--- src/rtl/button_pkg.sv ---
// Shared definitions for the panel push-button front end:
// button indices, debounce FSM states and default timing constants.
package button_pkg;

    localparam int BTN_U = 0;
    localparam int BTN_D = 1;
    localparam int BTN_L = 2;
    localparam int BTN_R = 3;
    localparam int BTN_M = 4;

    localparam int DEF_N_BTN           = 5;
    localparam int DEF_DEBOUNCE_CYCLES = 1_000_000;
    localparam int DEF_REPEAT_DELAY    = 50_000_000;
    localparam int DEF_REPEAT_PERIOD   = 10_000_000;
    localparam int DEF_REPEAT_MASK     = (1 << BTN_U) | (1 << BTN_D);

    typedef enum logic [1:0] {
        ST_IDLE,
        ST_PRESS_WAIT,
        ST_HELD,
        ST_RELEASE_WAIT
    } btn_state_t;

endpackage

--- src/rtl/button_debounce.sv ---
// One button: 2-flop synchroniser, debounce FSM, optional auto-repeat.
// Ports: clk_osc, resetn (async, active-low), push (raw level);
//   press/released (1-cycle pulses), held (debounced level), press_next
//   (next-cycle value of press, used for the top-level any_press flop).
// Auto-repeat is built only when BUTTON_AUTO_REPEAT_EN is defined.
module button_debounce
    import button_pkg::*;
#(
    parameter int DEBOUNCE_CYCLES = DEF_DEBOUNCE_CYCLES
`ifdef BUTTON_AUTO_REPEAT_EN
    ,
    parameter int REPEAT_DELAY  = DEF_REPEAT_DELAY,
    parameter int REPEAT_PERIOD = DEF_REPEAT_PERIOD,
    parameter bit REPEAT_EN     = 1'b0
`endif
) (
    input  logic clk_osc,
    input  logic resetn,
    input  logic push,
    output logic press,
    output logic released,
    output logic held,
    output logic press_next
);

    localparam int CW = $clog2(DEBOUNCE_CYCLES + 1);
    localparam logic [CW-1:0] CNT_LAST = CW'(DEBOUNCE_CYCLES - 1);

    logic          s1;
    logic          s2;
    btn_state_t    state;
    btn_state_t    state_d;
    logic [CW-1:0] cnt;
    logic [CW-1:0] cnt_d;
    logic          deb_press;
    logic          rel_d;
    logic          held_d;
    logic          rpt_fire;

    always_ff @(posedge clk_osc or negedge resetn) begin
        if (!resetn) begin
            s1 <= 1'b0;
            s2 <= 1'b0;
        end else begin
            s1 <= push;
            s2 <= s1;
        end
    end

    always_ff @(posedge clk_osc or negedge resetn) begin
        if (!resetn) begin
            state    <= ST_IDLE;
            cnt      <= '0;
            press    <= 1'b0;
            released <= 1'b0;
            held     <= 1'b0;
        end else begin
            state    <= state_d;
            cnt      <= cnt_d;
            press    <= press_next;
            released <= rel_d;
            held     <= held_d;
        end
    end

    always_comb begin
        state_d   = state;
        cnt_d     = cnt;
        deb_press = 1'b0;
        rel_d     = 1'b0;
        unique case (state)
            ST_IDLE: begin
                if (s2) begin
                    state_d = ST_PRESS_WAIT;
                    cnt_d   = '0;
                end
            end
            ST_PRESS_WAIT: begin
                if (!s2) begin
                    state_d = ST_IDLE;
                end else if (cnt == CNT_LAST) begin
                    state_d   = ST_HELD;
                    deb_press = 1'b1;
                end else begin
                    cnt_d = cnt + 1'b1;
                end
            end
            ST_HELD: begin
                if (!s2) begin
                    state_d = ST_RELEASE_WAIT;
                    cnt_d   = '0;
                end
            end
            ST_RELEASE_WAIT: begin
                if (s2) begin
                    state_d = ST_HELD;
                end else if (cnt == CNT_LAST) begin
                    state_d = ST_IDLE;
                    rel_d   = 1'b1;
                end else begin
                    cnt_d = cnt + 1'b1;
                end
            end
            default: state_d = ST_IDLE;
        endcase
        held_d     = (state_d == ST_HELD) || (state_d == ST_RELEASE_WAIT);
        press_next = deb_press | rpt_fire;
    end

`ifdef BUTTON_AUTO_REPEAT_EN
    generate
        if (REPEAT_EN) begin : g_rpt
            localparam int RMAX =
                (REPEAT_DELAY > REPEAT_PERIOD) ? REPEAT_DELAY : REPEAT_PERIOD;
            localparam int RCW = $clog2(RMAX + 1);

            logic [RCW-1:0] rcnt;
            logic           rphase;
            logic           tick;
            logic           hit;

            // Counts only while stably held; RELEASE_WAIT freezes it so a
            // bounce pauses repeating without restarting the initial delay.
            assign tick = (state == ST_HELD) && s2;
            assign hit  = tick && (rcnt == (rphase ?
                          RCW'(REPEAT_PERIOD - 1) : RCW'(REPEAT_DELAY - 1)));
            assign rpt_fire = hit;

            always_ff @(posedge clk_osc or negedge resetn) begin
                if (!resetn) begin
                    rcnt   <= '0;
                    rphase <= 1'b0;
                end else if (state_d == ST_IDLE) begin
                    rcnt   <= '0;
                    rphase <= 1'b0;
                end else if (hit) begin
                    rcnt   <= '0;
                    rphase <= 1'b1;
                end else if (tick) begin
                    rcnt <= rcnt + 1'b1;
                end
            end
        end else begin : g_no_rpt
            assign rpt_fire = 1'b0;
        end
    endgenerate
`else
    assign rpt_fire = 1'b0;
`endif

endmodule

--- src/rtl/button_conditioner.sv ---
// Panel push-button front end: per-button synchronise, debounce, pulse.
// Ports: clk_osc, resetn (async, active-low), push[N_BTN] (raw, order
//   u,d,l,r,m); press/released (1-cycle pulses), held (debounced level),
//   any_press (registered OR of press). Macro: BUTTON_AUTO_REPEAT_EN.
module button_conditioner
    import button_pkg::*;
#(
    parameter int               N_BTN           = DEF_N_BTN,
    parameter int               DEBOUNCE_CYCLES = DEF_DEBOUNCE_CYCLES,
    parameter int               REPEAT_DELAY    = DEF_REPEAT_DELAY,
    parameter int               REPEAT_PERIOD   = DEF_REPEAT_PERIOD,
    parameter logic [N_BTN-1:0] REPEAT_MASK     = N_BTN'(DEF_REPEAT_MASK)
) (
    input  logic             clk_osc,
    input  logic             resetn,
    input  logic [N_BTN-1:0] push,
    output logic [N_BTN-1:0] press,
    output logic [N_BTN-1:0] released,
    output logic [N_BTN-1:0] held,
    output logic             any_press
);

    logic [N_BTN-1:0] press_next;

    generate
        if (DEBOUNCE_CYCLES < 1 || REPEAT_DELAY < 1 || REPEAT_PERIOD < 1)
        begin : g_bad_cfg
            $error("button_conditioner: timing parameters must be >= 1");
        end

        for (genvar gi = 0; gi < N_BTN; gi++) begin : g_btn
            button_debounce #(
                .DEBOUNCE_CYCLES (DEBOUNCE_CYCLES)
`ifdef BUTTON_AUTO_REPEAT_EN
                ,
                .REPEAT_DELAY    (REPEAT_DELAY),
                .REPEAT_PERIOD   (REPEAT_PERIOD),
                .REPEAT_EN       (REPEAT_MASK[gi])
`endif
            ) u_deb (
                .clk_osc    (clk_osc),
                .resetn     (resetn),
                .push       (push[gi]),
                .press      (press[gi]),
                .released   (released[gi]),
                .held       (held[gi]),
                .press_next (press_next[gi])
            );
        end
    endgenerate

    // Registered from the same next-state terms as press so it lines up.
    always_ff @(posedge clk_osc or negedge resetn) begin
        if (!resetn) begin
            any_press <= 1'b0;
        end else begin
            any_press <= |press_next;
        end
    end

endmodule

--- config.mk ---
export PLATFORM = sky130hd
export DESIGN_NAME = button_conditioner
export DESIGN_NICKNAME = d
export VERILOG_FILES = /design/src/rtl/button_pkg.sv /design/src/rtl/button_debounce.sv /design/src/rtl/button_conditioner.sv
export SDC_FILE = /design/constraint.sdc
export NUM_CORES = 1
export LEC_CHECK = 0
export BUFFER_PORTS_ARGS = -buffer_cell sky130_fd_sc_hd__buf_4
export CAP_MARGIN = 20
export CORE_UTILIZATION = 50
export DETAILED_ROUTE_END_ITERATION = 12
export PLACE_DENSITY = 0.75
export SLEW_MARGIN = 25
export SYNTH_ARGS = -nofsm -noshare
export SYNTH_HDL_FRONTEND = slang
export SYNTH_SLANG_ARGS = --single-unit
--- constraint.sdc ---
create_clock -name clk_osc -period 2.43 [get_ports clk_osc]
set_input_delay 0.1215 -clock clk_osc [delete_from_list [all_inputs] [get_ports clk_osc]]
set_output_delay 0.1215 -clock clk_osc [all_outputs]
set_load 0.005 [all_outputs]
== Word-level counts from Yosys, hierarchy flattened ==
Cells that the tools add are included.

* Add/subtract/negate cells: 5
* Multiply operators: 0
* Divide/modulo/power cells: 0
* Magnitude comparators: 0
* Equal/unequal tests: 50
* Shifts and indexed selects: 0
* Muxes and demuxes: 90
* Bitwise logic cells: 0
* Reductions and logical operators: 16

{| class="wikitable"
|+ Operators with widths
! cell !! number
|-
| $mux 20 || 25
|-
| $pmux 20 s4 || 5
|-
| $add 20x1->20 const B || 5
|-
| $eq 20x20->1 const B || 5
|-
| $mux 2 || 30
|-
| $eq 2x2->1 const B || 20
|-
| $pmux 2 s4 || 5
|-
| $mux 1 || 25
|-
| $ne 2x1->1 const B || 10
|-
| $ne 2x2->1 const B || 10
|-
| $reduce_and 4->1 || 5
|-
| $eq 2x1->1 const B || 5
|-
| $logic_not 2->1 || 5
|-
| $logic_or 1x1->1 || 5
|-
| $reduce_or 5->1 || 1
|}

* Register bits after elaboration: 136
* Bits in latches: 0
* RAM bits: 0
* ROM bits: 0
* Bits of input ports: 7
* Word-level logic and storage cells: 197
* Memories kept: 0

== Logic depth before layout (Yosys ltp) ==
Gate-level depths: netlist (run 1).

* Depth in word-level cells: 6
* Depth in mapped cells: 8
* Mapped depth without buffers: 7

== By module ==
Synthesis (run 1) repeated with hierarchy kept, for this count alone.

* Cells, all modules: 685
* Area total of the unflattened synthesis: 6,737.7 um^2

{| class="wikitable"
|+ Modules (own cells, without submodules)
! module !! instances !! cells an instance !! area an instance (um^2) !! seq. area each (um^2)
|-
| button_debounce at g_btn[0].u_deb ... || 4 || 136 || 1,341.3 || 650.6
|-
| button_debounce at g_btn[4].u_deb || 1 || 137 || 1,335.0 || 675.6
|-
| button_conditioner || 1 || 4 || 37.5 || 25.0
|}

== Worst setup path before layout (run 1) ==
Ideal clock, no wire load.

* Path kind: reg-to-reg
* Start point: register g_btn[3].u_deb.cnt[8]
* End point: register g_btn[3].u_deb.cnt[9]
* Library setup time: 126 ps
* Arrival: 2,164 ps
* Data required time: 2,304 ps
* Slack: 140 ps
* Stages on the path, launching flop included: 7
* Buffers on the path: 1
* Clock period less this slack: 2,290 ps
* Cells stage by stage: dfrtp_1 -> or4b_1 -> or4_1 -> o31ai_1 -> buf_4 -> nor4_1 -> a311o_1

* Word-level cells in the longest chain between the ends: 4

{| class="wikitable"
|+ RTL lines
! element !! line !! RTL
|-
| start: declaration || button_debounce.sv:33 || <nowiki>logic [CW-1:0] cnt;</nowiki>
|-
| start signal: assignment || button_debounce.sv:59 || <nowiki>cnt <= cnt_d;</nowiki>
|-
| $add 20x1->20 / $eq 20x20->1 (equally long branches) || - ||
|-
| $mux 20 * || button_debounce.sv:81, button_debounce.sv:97 ||
|-
| $mux 20, on equally long branches || button_debounce.sv:95, button_debounce.sv:79 ||
|-
| $pmux 20 s4 * || button_debounce.sv:71 || <nowiki>unique case (state)</nowiki>
|}

Every way passes the cells marked *; elsewhere a longest branch is shown, timed or not. The select of a mux whose other input is x is not followed.
A chain may end at the register's enable or synchronous reset.

== Worst setup path after layout (run 1) ==
Ends and elaborated chain as after synthesis.

==> impl_metrics.toml, run 1 <==
[status]
status = "complete, no violations"

[route]
first_pass_iters = 5
drc = 0
vias = 6078
totalWireLength_um = 15900
drt_iter0_markers = 797
vias_per_cell = 6.15
wl_per_cell_um = 16.1
ant_nets = 0

[floorplan]
dieArea_um2 = 14700
initial_core_util_pct = 51.4
num_rows = 43
boundaryPins = 23
fp.coreArea_um2 = 13900
die_y_um = 121
die_w_um = 121

[cts]
cts_tree = "yes"
root_buffer = "clkbuf_16"
path_clk_slew_ps = 50
htree_levels = 4
clock-sinks = 136
cts_max_path_buffers = 2
cts_made_buffers = 17
clkLatencyLatePin_ps = 430

[sta]
clock.fmax_mhz = 424
worst_slew_pin_slew_ps = 764
finClkSkew_ps = 9.31
relSlewSlack_pct = 48.6
finalHoldViolCount = 0
fin_hold_ws_ps = 285
timing.final.crit_period_ps = 2360
rsz0062_at_grt = "yes"
maxSlewViolCount = 0
setup_violations = 0
fin_crit_sh_pct = 97.2
timing.final.ws_setup_ps = 68.8
setup_tns_ps = 0

[worst_setup_path]
r2r-end = "g_btn[3].u_deb.cnt[9]"
slowest_stage = "or4b_1"
crit_chain = "or4b_1 -> or4_4 -> o31ai_4 -> buf_4 -> nor4_1 -> a311o_1"
crit_arrival_ps = 2660
r2r_start = "g_btn[3].u_deb.cnt[8]"
cp.required_ps = 2730
start_kind = "flip-flop"
slowest_delay_ps = 510
reg2reg_slack_ps = 70
cp_max_fo = 7
crit_path_end_kind = "flip-flop"
critPathKind = "reg -> reg"
reg2regPathDepth = 6

[power]
switching_share_pct = 21.7
clkPwrFrac_pct = 51.2
switchingPower_mw = 1.23
seqPwrFrac_pct = 43.2
ir_worst_vdd_v = 0.000505
fin_total_pwr_mw = 5.69
power-per-cell-area_nw_per_um2 = 684
p_comb_share_pct = 5.6
cellLeakagePower_nw = 3.67
p_int_mw = 4.46

[final_layout]
layout_commonest_cell = "dfrtp_1"
nets = 807
antennaDiodeCount = 0
multi_input_area_um2 = 3470
final_cell_mix = "dfrtp_1, nand2_1, nand3_1"
stdcell_area_um2 = 8320
area_growth_pct = 16.6
fin_cells = 988
fin_util_pct = 59.9
n_fill_cell = 1143
drive_above_1_share_pct = 14.1
seq_area_um2 = 3400

[global_route]
grt_max_degree = 74
grt_pass1_vias = 5603
overflow = 0
grt_pass1_wl_um = 26600
grt_antenna_before_repair = 0
grt_usage_pct = 22.7

[place]
dp_cells = 947
dpl_worst_slack_ps = 83.8
dpl_cell_area_um2 = 7540
gp_congestion = 0.878
hpwl_um = 10300
io_buffer_count = 22

[synth]
synth-edff-count = 0
synthArstFlopShare_pct = 100
synth-seq-area-share_pct = 47.7
syn_inst = 761
synth_seq_cells = 136
ys_types = 53
synth.avg_cell_area_um2 = 9.37
ys.flop_type = "dfrtp_1"
synth-warning-count = 0
syn_nets = 773
syn-cell-area_um2 = 7130

[worst_hold_path]
holdCritPathClass = "in -> async"

[job]
maxCapViolCount = 0
cell usage after synthesis (6+ instances only):
| library cell | n | share of area, % |
|---|---|---|
| a21oi_1 | 7 | 0.49 |
| a22o_1 | 18 | 2.2 |
| a31oi_1 | 9 | 0.79 |
| and2_1 | 12 | 1.1 |
| and3_1 | 19 | 1.7 |
| and4_1 | 6 | 0.74 |
| buf_4 | 17 | 1.8 |
| clkbuf_1 | 25 | 1.3 |
| dfrtp_1 | 136 | 48 |
| inv_1 | 15 | 0.79 |
| mux2_2 | 12 | 1.9 |
| mux2i_1 | 17 | 2.4 |
| nand2_1 | 112 | 5.9 |
| nand2b_1 | 7 | 0.61 |
| nand3_1 | 59 | 4.1 |
| nand3b_1 | 10 | 1.1 |
| nand4_1 | 22 | 1.9 |
| nand4b_1 | 6 | 0.74 |
| nor2_1 | 51 | 2.7 |
| nor3_1 | 21 | 1.5 |
| nor3b_1 | 11 | 1.2 |
| nor4_1 | 12 | 1.1 |
| o21ai_0 | 39 | 2.7 |
| o21ai_1 | 6 | 0.42 |
| o221ai_1 | 9 | 1.1 |
| o41ai_1 | 9 | 1.1 |
| or4_1 | 12 | 1.3 |
| xnor2_1 | 11 | 1.4 |
| xor2_1 | 8 | 0.98 |
power groups by stage:
stage / Clock [mW] / Combinational, mW / Sequential [mW]
3_5_place_dp: 0 / 0.308 / 2.50
4_1_cts: 2.94 / 0.318 / 2.46
5_1_grt: 3.04 / 0.361 / 2.47
2_1_floorplan: 0 / 0.199 / 2.46
3_3_place_gp: 0 / 0.290 / 2.48
6_report: 2.91 / 0.321 / 2.46
how the worst max path moves through the flow:
stage / from / to / slack, ps
after floorplan: g_btn[3].u_deb.cnt[8] / g_btn[3].u_deb.cnt[9] / 140
after global placement: g_btn[3].u_deb.cnt[8] / g_btn[3].u_deb.cnt[9] / 140
after detailed placement: g_btn[3].u_deb.cnt[8] / g_btn[3].u_deb.cnt[15] / 80
after CTS: g_btn[3].u_deb.cnt[8] / g_btn[3].u_deb.cnt[15] / 50
after global routing: g_btn[3].u_deb.cnt[8] / g_btn[3].u_deb.cnt[9] / -10
final: g_btn[3].u_deb.cnt[8] / g_btn[3].u_deb.cnt[9] / 70
critical path: cells and delay by family, from the launching register on:
kind                   cells  cell delay, ps
AOI/OAI and AO/OA          2             590
DFF                        1             370
buffers and inverters      1             200
and+or+nand+nor            3            1080
flip-flops by register name, indices dropped and copies added, names as in the netlist:
register / count
g_btn.u_deb.s1: 5
g_btn.u_deb.released: 5
g_btn.u_deb.cnt: 100
g_btn.u_deb.state: 10
g_btn.u_deb.s2: 5
g_btn.u_deb.held: 5
any_press: 1
g_btn.u_deb.press: 5
per-layer routing:
layer  track usage, %  up-vias  part of all wire, %
met5                0        -                    0
met3             4.46       37                  4.7
li1                 -     2858                    -
met4             9.88        0                  1.9
met1             29.8     2979                   44
met2             36.5      204                   49
logic make-up after synthesis:
| kind of cell | count (synthesis) | share of synthesized area, % |
|---|---|---|
| xor+xnor | 19 | 2.33 |
| compound gates | 128 | 12.6 |
| flops | 136 | 47.7 |
| fa+ha+maj | 5 | 0.877 |
| simple gates | 384 | 28.2 |
| mux | 29 | 4.28 |
| buf+inv | 60 | 4.07 |
cell type report:
type | count | share of cell area (%)
tap | 180 | 2.71
timing repair buffer | 60 | 5.84
clock inverter | 7 | 1.93
inverter | 15 | 0.677
sequential | 136 | 40.9
clock buffer | 25 | 6.20
multi-input combinational | 565 | 41.7
repair_timing:
| action | 4_1_cts | 5_1_grt |
|---|---|---|
| hold buffers | 6 | 0 |
| resized for setup | 0 | 6 |
| endpoints found under the setup margin | 0 | 14 |
| hold endpoints to repair | 76 | 0 |
| buffers inserted | 0 | 3 |
Power figures use the tool's default switching activity.
==> run 2: changes to the inputs <==
Settings changed: REMOVE_ABC_BUFFERS from default to 1.
==> run 2 against run 1 <==
Effect of this change: worst hold slack lost 66 ps; clock power down 2%; sequential power about the same; critical endpoint is now g_btn[3].u_deb.cnt[15]; global-route usage decreased by 0.30 points; sequential share of layout area rose by 0.14 points; via count shrank 3.0%; largest cell class unchanged; core utilization fell by 0.21 points; final cell count fell by 0.20%; maximum frequency increased by 3.2%; combinational power decreased by 2%; largest power group unchanged.
==> impl_metrics.toml, run 2 (synthesis gave the netlist of run 1 again) <==
[floorplan]
dieArea_um2 = 14700
boundaryPins = 23
die_y_um = 121
fp.coreArea_um2 = 13900
initial_core_util_pct = 51.4
die_w_um = 121
num_rows = 43

[sta]
relSlewSlack_pct = 50.3
maxSlewViolCount = 0
fin_crit_sh_pct = 94.1
rsz0062_at_grt = "no"
worst_slew_pin_slew_ps = 740
finClkSkew_ps = 10.6
fin_hold_ws_ps = 219
setup_tns_ps = 0
finalHoldViolCount = 0
clock.fmax_mhz = 437
setup_violations = 0
timing.final.crit_period_ps = 2290
timing.final.ws_setup_ps = 142

[route]
drc = 0
first_pass_iters = 6
ant_nets = 0
vias_per_cell = 5.98
met3_length_um = 648
totalWireLength_um = 15300
wl_met2_um = 7410
drt-met1-wl_um = 6980
drt_iter0_markers = 487
wl_per_cell_um = 15.5
dr.max_layer_used = "met4"
vias = 5894

[worst_setup_path]
crit_chain = "or4b_1 -> or4_1 -> o31ai_4 -> buf_4 -> nor4_1 -> a211o_1"
critPathKind = "reg -> reg"
slowest_delay_ps = 550
cp.required_ps = 2740
crit_path_end_kind = "flip-flop"
slowest_stage = "or4_1"
cp_max_fo = 7
worst-path-buf-inv = 1
crit_family = "simple AND/OR/NAND/NOR gates"
start_kind = "flip-flop"
crit_arrival_ps = 2600

[cts]
htree_levels = 4
path_clk_slew_ps = 60
cts_tree = "yes"
cts_max_path_buffers = 2
root_buffer = "clkbuf_16"
clock-sinks = 136
cts_made_buffers = 17
clkLatencyLatePin_ps = 430

[final_layout]
stdcell_area_um2 = 8290
nets = 805
area_growth_pct = 16.2
reg.largest.list = "g_btn.u_deb.cnt: 100 flops, g_btn.u_deb.state: 10 flops"
drive_above_1_share_pct = 14.0
antennaDiodeCount = 0
fin_cells = 986
layout_commonest_cell = "dfrtp_1"
final_cell_mix = "dfrtp_1, nand2_1, nand3_1"
largest_register_ffs = 100
fin_util_pct = 59.7
top_register = "g_btn.u_deb.cnt"
n_fill_cell = 1166

[global_route]
grt_max_degree = 64
grt_pass1_vias = 5620
overflow = 0
grt_antenna_before_repair = 0
grt_pass1_wl_um = 26300
grt_usage_pct = 22.4

[place]
dpl_worst_slack_ps = 9.78
hpwl_um = 10100
gp_congestion = 0.929
io_buffer_count = 22
dp_cells = 948
dpl_cell_area_um2 = 7540

[power]
power-per-cell-area_nw_per_um2 = 677
fin_total_pwr_mw = 5.61
ir_worst_vdd_v = 0.000541
cellLeakagePower_nw = 3.63

[job]
maxCapViolCount = 0

[status]
status = "complete, no violations"

[worst_hold_path]
holdCritPathClass = "in -> async"
==> run 2: per-layer routing <==
metal | track usage (%) | vias to the layer above
met5 | 0 | -
met4 | 10.5 | 0
met3 | 4.46 | 22
met2 | 35.5 | 165
met1 | 29.5 | 2848
li1 | - | 2859
==> run 2: path summary, 6_finish.rpt <==
| check | endpoint | depth (start not counted) | slack, ps | start |
|---|---|---|---|---|
| min in group clk_osc | g_btn[2].u_deb.s1 | 2 | 330 | push[2] |
| max in group asynchronous | g_btn[2].u_deb.cnt[17] | 3 | 1520 | resetn |
| max reg2reg | g_btn[3].u_deb.cnt[15] | 6 | 140 | g_btn[3].u_deb.cnt[8] |
| max | g_btn[3].u_deb.cnt[15] | 6 | 140 | g_btn[3].u_deb.cnt[8] |
| min reg2reg | g_btn[3].u_deb.s2 | 0 | 350 | g_btn[3].u_deb.s1 |
| min | g_btn[4].u_deb.press | 2 | 220 | resetn |
==> run 2: power breakdown <==
part	switching (mW)	internal (mW)
combinational	0.189	0.127
sequential	0.112	2.34
clock	0.961	1.87
total	1.26	4.35
==> run 2: timing repair <==
| item | 4_1_cts | 5_1_grt |
|---|---|---|
| hold buffers | 6 | 0 |
| resized for setup | 1 | 5 |
| hold endpoints to repair | 56 | 0 |
| pin swaps | 0 | 1 |
| setup buffers | 0 | 0 |
| setup endpoints to repair | 1 | 6 |
| gates cloned | 0 | 0 |
==> run 2: layout make-up <==
cell class | instances | area, um^2 | area share, %
Inverter | 15 | 56.3 | 0.679
Timing Repair Buffer | 58 | 467 | 5.63
Multi-Input combinational cell | 565 | 3480 | 42.0
Clock buffer | 21 | 460 | 5.55
Sequential cell | 136 | 3400 | 41.1
Clock inverter | 11 | 195 | 2.35
Tap cell | 180 | 225 | 2.72
==> run 3: changes to the inputs <==
Settings changed: CORE_MARGIN from default to 10, CORE_UTILIZATION 50 to 56, PLACE_DENSITY 0.75 to 0.82.
==> run 3 against run 2 <==
Effect of this change: die area increased by 20%; sequential power hardly changed; core utilization rose by 5.8 points; final cell count decreased by 1.1%; sequential share of layout area up 0.27 points; power down 2.1%; critical endpoint is now g_btn[3].u_deb.cnt[3]; highest routed layer unchanged.
==> impl_metrics.toml, run 3 (synthesis gave the netlist of run 1 again) <==
[worst_hold_path]
holdCritPathClass = "in -> async"

[floorplan]
die_w_um = 133
fp.coreArea_um2 = 12600
initial_core_util_pct = 56.8
dieArea_um2 = 17700
num_rows = 41
boundaryPins = 23
die_y_um = 133

[final_layout]
fin_util_pct = 65.5
nets = 803
n_fill_cell = 947
seq_area_um2 = 3400
drive_above_1_share_pct = 13.4
reg.largest.list = "g_btn.u_deb.cnt: 100 flops, g_btn.u_deb.state: 10 flops"
largest_register_ffs = 100
final_cell_mix = "dfrtp_1, nand2_1, nand3_1"
top_register = "g_btn.u_deb.cnt"
multi_input_area_um2 = 3480
layout_commonest_cell = "dfrtp_1"
fin_cells = 975
area_growth_pct = 15.4
antennaDiodeCount = 0

[global_route]
grt_max_degree = 60
overflow = 0
grt_pass1_vias = 5747
grt_usage_pct = 18.0
grt_antenna_before_repair = 0
grt_pass1_wl_um = 26800

[worst_setup_path]
start_kind = "flip-flop"
reg2regPathDepth = 7
r2r-end = "g_btn[3].u_deb.cnt[3]"
slowest_delay_ps = 530
crit_chain = "or4b_1 -> or4_1 -> o31ai_2 -> buf_4 -> buf_4 -> or4_1 -> nand3_1"
reg2reg_slack_ps = 100
cp.required_ps = 2740
slowest_stage = "or4_1"
cp_max_fo = 10
critPathKind = "reg -> reg"
crit_path_end_kind = "flip-flop"
critPathLaunch = "g_btn[3].u_deb.cnt[11]"
crit_end = "g_btn[3].u_deb.cnt[3]"
crit_family = "simple AND/OR/NAND/NOR gates"
cp.depth = 7
worst-path-buf-inv = 2
r2r_start = "g_btn[3].u_deb.cnt[11]"
crit_arrival_ps = 2640

[route]
totalWireLength_um = 15600
drt_iter0_markers = 682
vias = 6013
drc = 0
ant_nets = 0
wl_per_cell_um = 16.0
vias_per_cell = 6.17
first_pass_iters = 6

[place]
hpwl_um = 10500
io_buffer_count = 22
gp_congestion = 0.937
dp_cells = 938

[cts]
cts_max_path_buffers = 2
clock-sinks = 136
post_cts_buffers = 0
cts_made_buffers = 17
path_clk_slew_ps = 50
htree_levels = 4
clkLatencyLatePin_ps = 420
root_buffer = "clkbuf_16"
cts_tree = "yes"

[power]
power-per-cell-area_nw_per_um2 = 667
fin_total_pwr_mw = 5.49
clkPwrFrac_pct = 49.5
p_comb_share_pct = 5.7
switchingPower_mw = 1.20
switching_share_pct = 21.9
ir_worst_vdd_v = 0.000583
seqPwrFrac_pct = 44.8
p_int_mw = 4.29
cellLeakagePower_nw = 3.64

[sta]
finalHoldViolCount = 0
clock.fmax_mhz = 429
relSlewSlack_pct = 47.7
timing.final.crit_period_ps = 2330
maxSlewViolCount = 0
worst_slew_pin_slew_ps = 778
finClkSkew_ps = 4.87
setup_violations = 0
fin_crit_sh_pct = 95.9

[status]
status = "complete, no violations"

[job]
maxCapViolCount = 0
==> run 3: cell types whose count changed in the layout (fill, tap and decap cells not counted), moves of 2 or more <==
cell	before	now
buf_4	50	48
clkbuf_8	2	4
clkinv_2	1	3
clkinv_4	2	0
clkinvlp_4	3	1
==> run 3: worst reg2reg max path: cells and delay by family (launching register included) <==
kind | cells | cell delay [ps]
and+or+nand+nor | 4 | 1190
AOI/OAI and AO/OA | 1 | 250
buffers and inverters | 2 | 340
DFF | 1 | 430
==> run 3: metal layers <==
metal	global-route usage, %	vias to the layer above	share of wire (%)
li1	-	2852	-
met1	22.3	2935	43
met2	28.9	187	49
met3	4.62	39	4.6
met4	7.95	0	2.6
met5	0	-	0
==> run 3: area by class of cell <==
cell class                 count  area share (%)
clock inverter                 8            1.73
sequential                   136            41.3
clock buffer                  23            5.93
multi-input combinational    565            42.2
timing repair buffer          56            5.49
tap                          172            2.61
inverter                      15           0.684
==> run 3: metrics by stage <==
step                      cell area (um^2)  TNS [ps]  hold slack (ps)  setup WS (ps)
after global routing                  8230    -0.120              280         -0.120
final                                 8230         0              233            100
after floorplan                       6900    -24810             -174           -924
after CTS                             8210         0              246           82.5
after detailed placement              7520         0              125            107
after global placement                7520         0              116            166
==> run 3: power by group through the flow <==
stage          clock network (mW)  registers [mW]  logic (mW)
2_1_floorplan                   0            2.48       0.167
3_3_place_gp                    0            2.48       0.291
3_5_place_dp                    0            2.49       0.307
4_1_cts                      2.77            2.46       0.319
5_1_grt                      2.87            2.47       0.358
6_report                     2.72            2.46       0.316
==> run 3: worst min-delay path by stage <==
stage,to,slack (ps),cells after the start
floorplan,any_press,-170,0
global placement,g_btn[3].u_deb.cnt[7],120,1
detailed placement,g_btn[3].u_deb.cnt[1],120,1
CTS,g_btn[3].u_deb.cnt[0],250,2
global route,g_btn[3].u_deb.state[0],280,2
finish,g_btn[3].u_deb.state[0],230,2
==> run 3: repair_timing <==
| action | 4_1_cts | 5_1_grt |
|---|---|---|
| hold buffers | 6 | 0 |
| setup endpoints to repair | 0 | 4 |
| endpoints found under the hold margin | 60 | 0 |
| gates resized for setup | 0 | 4 |
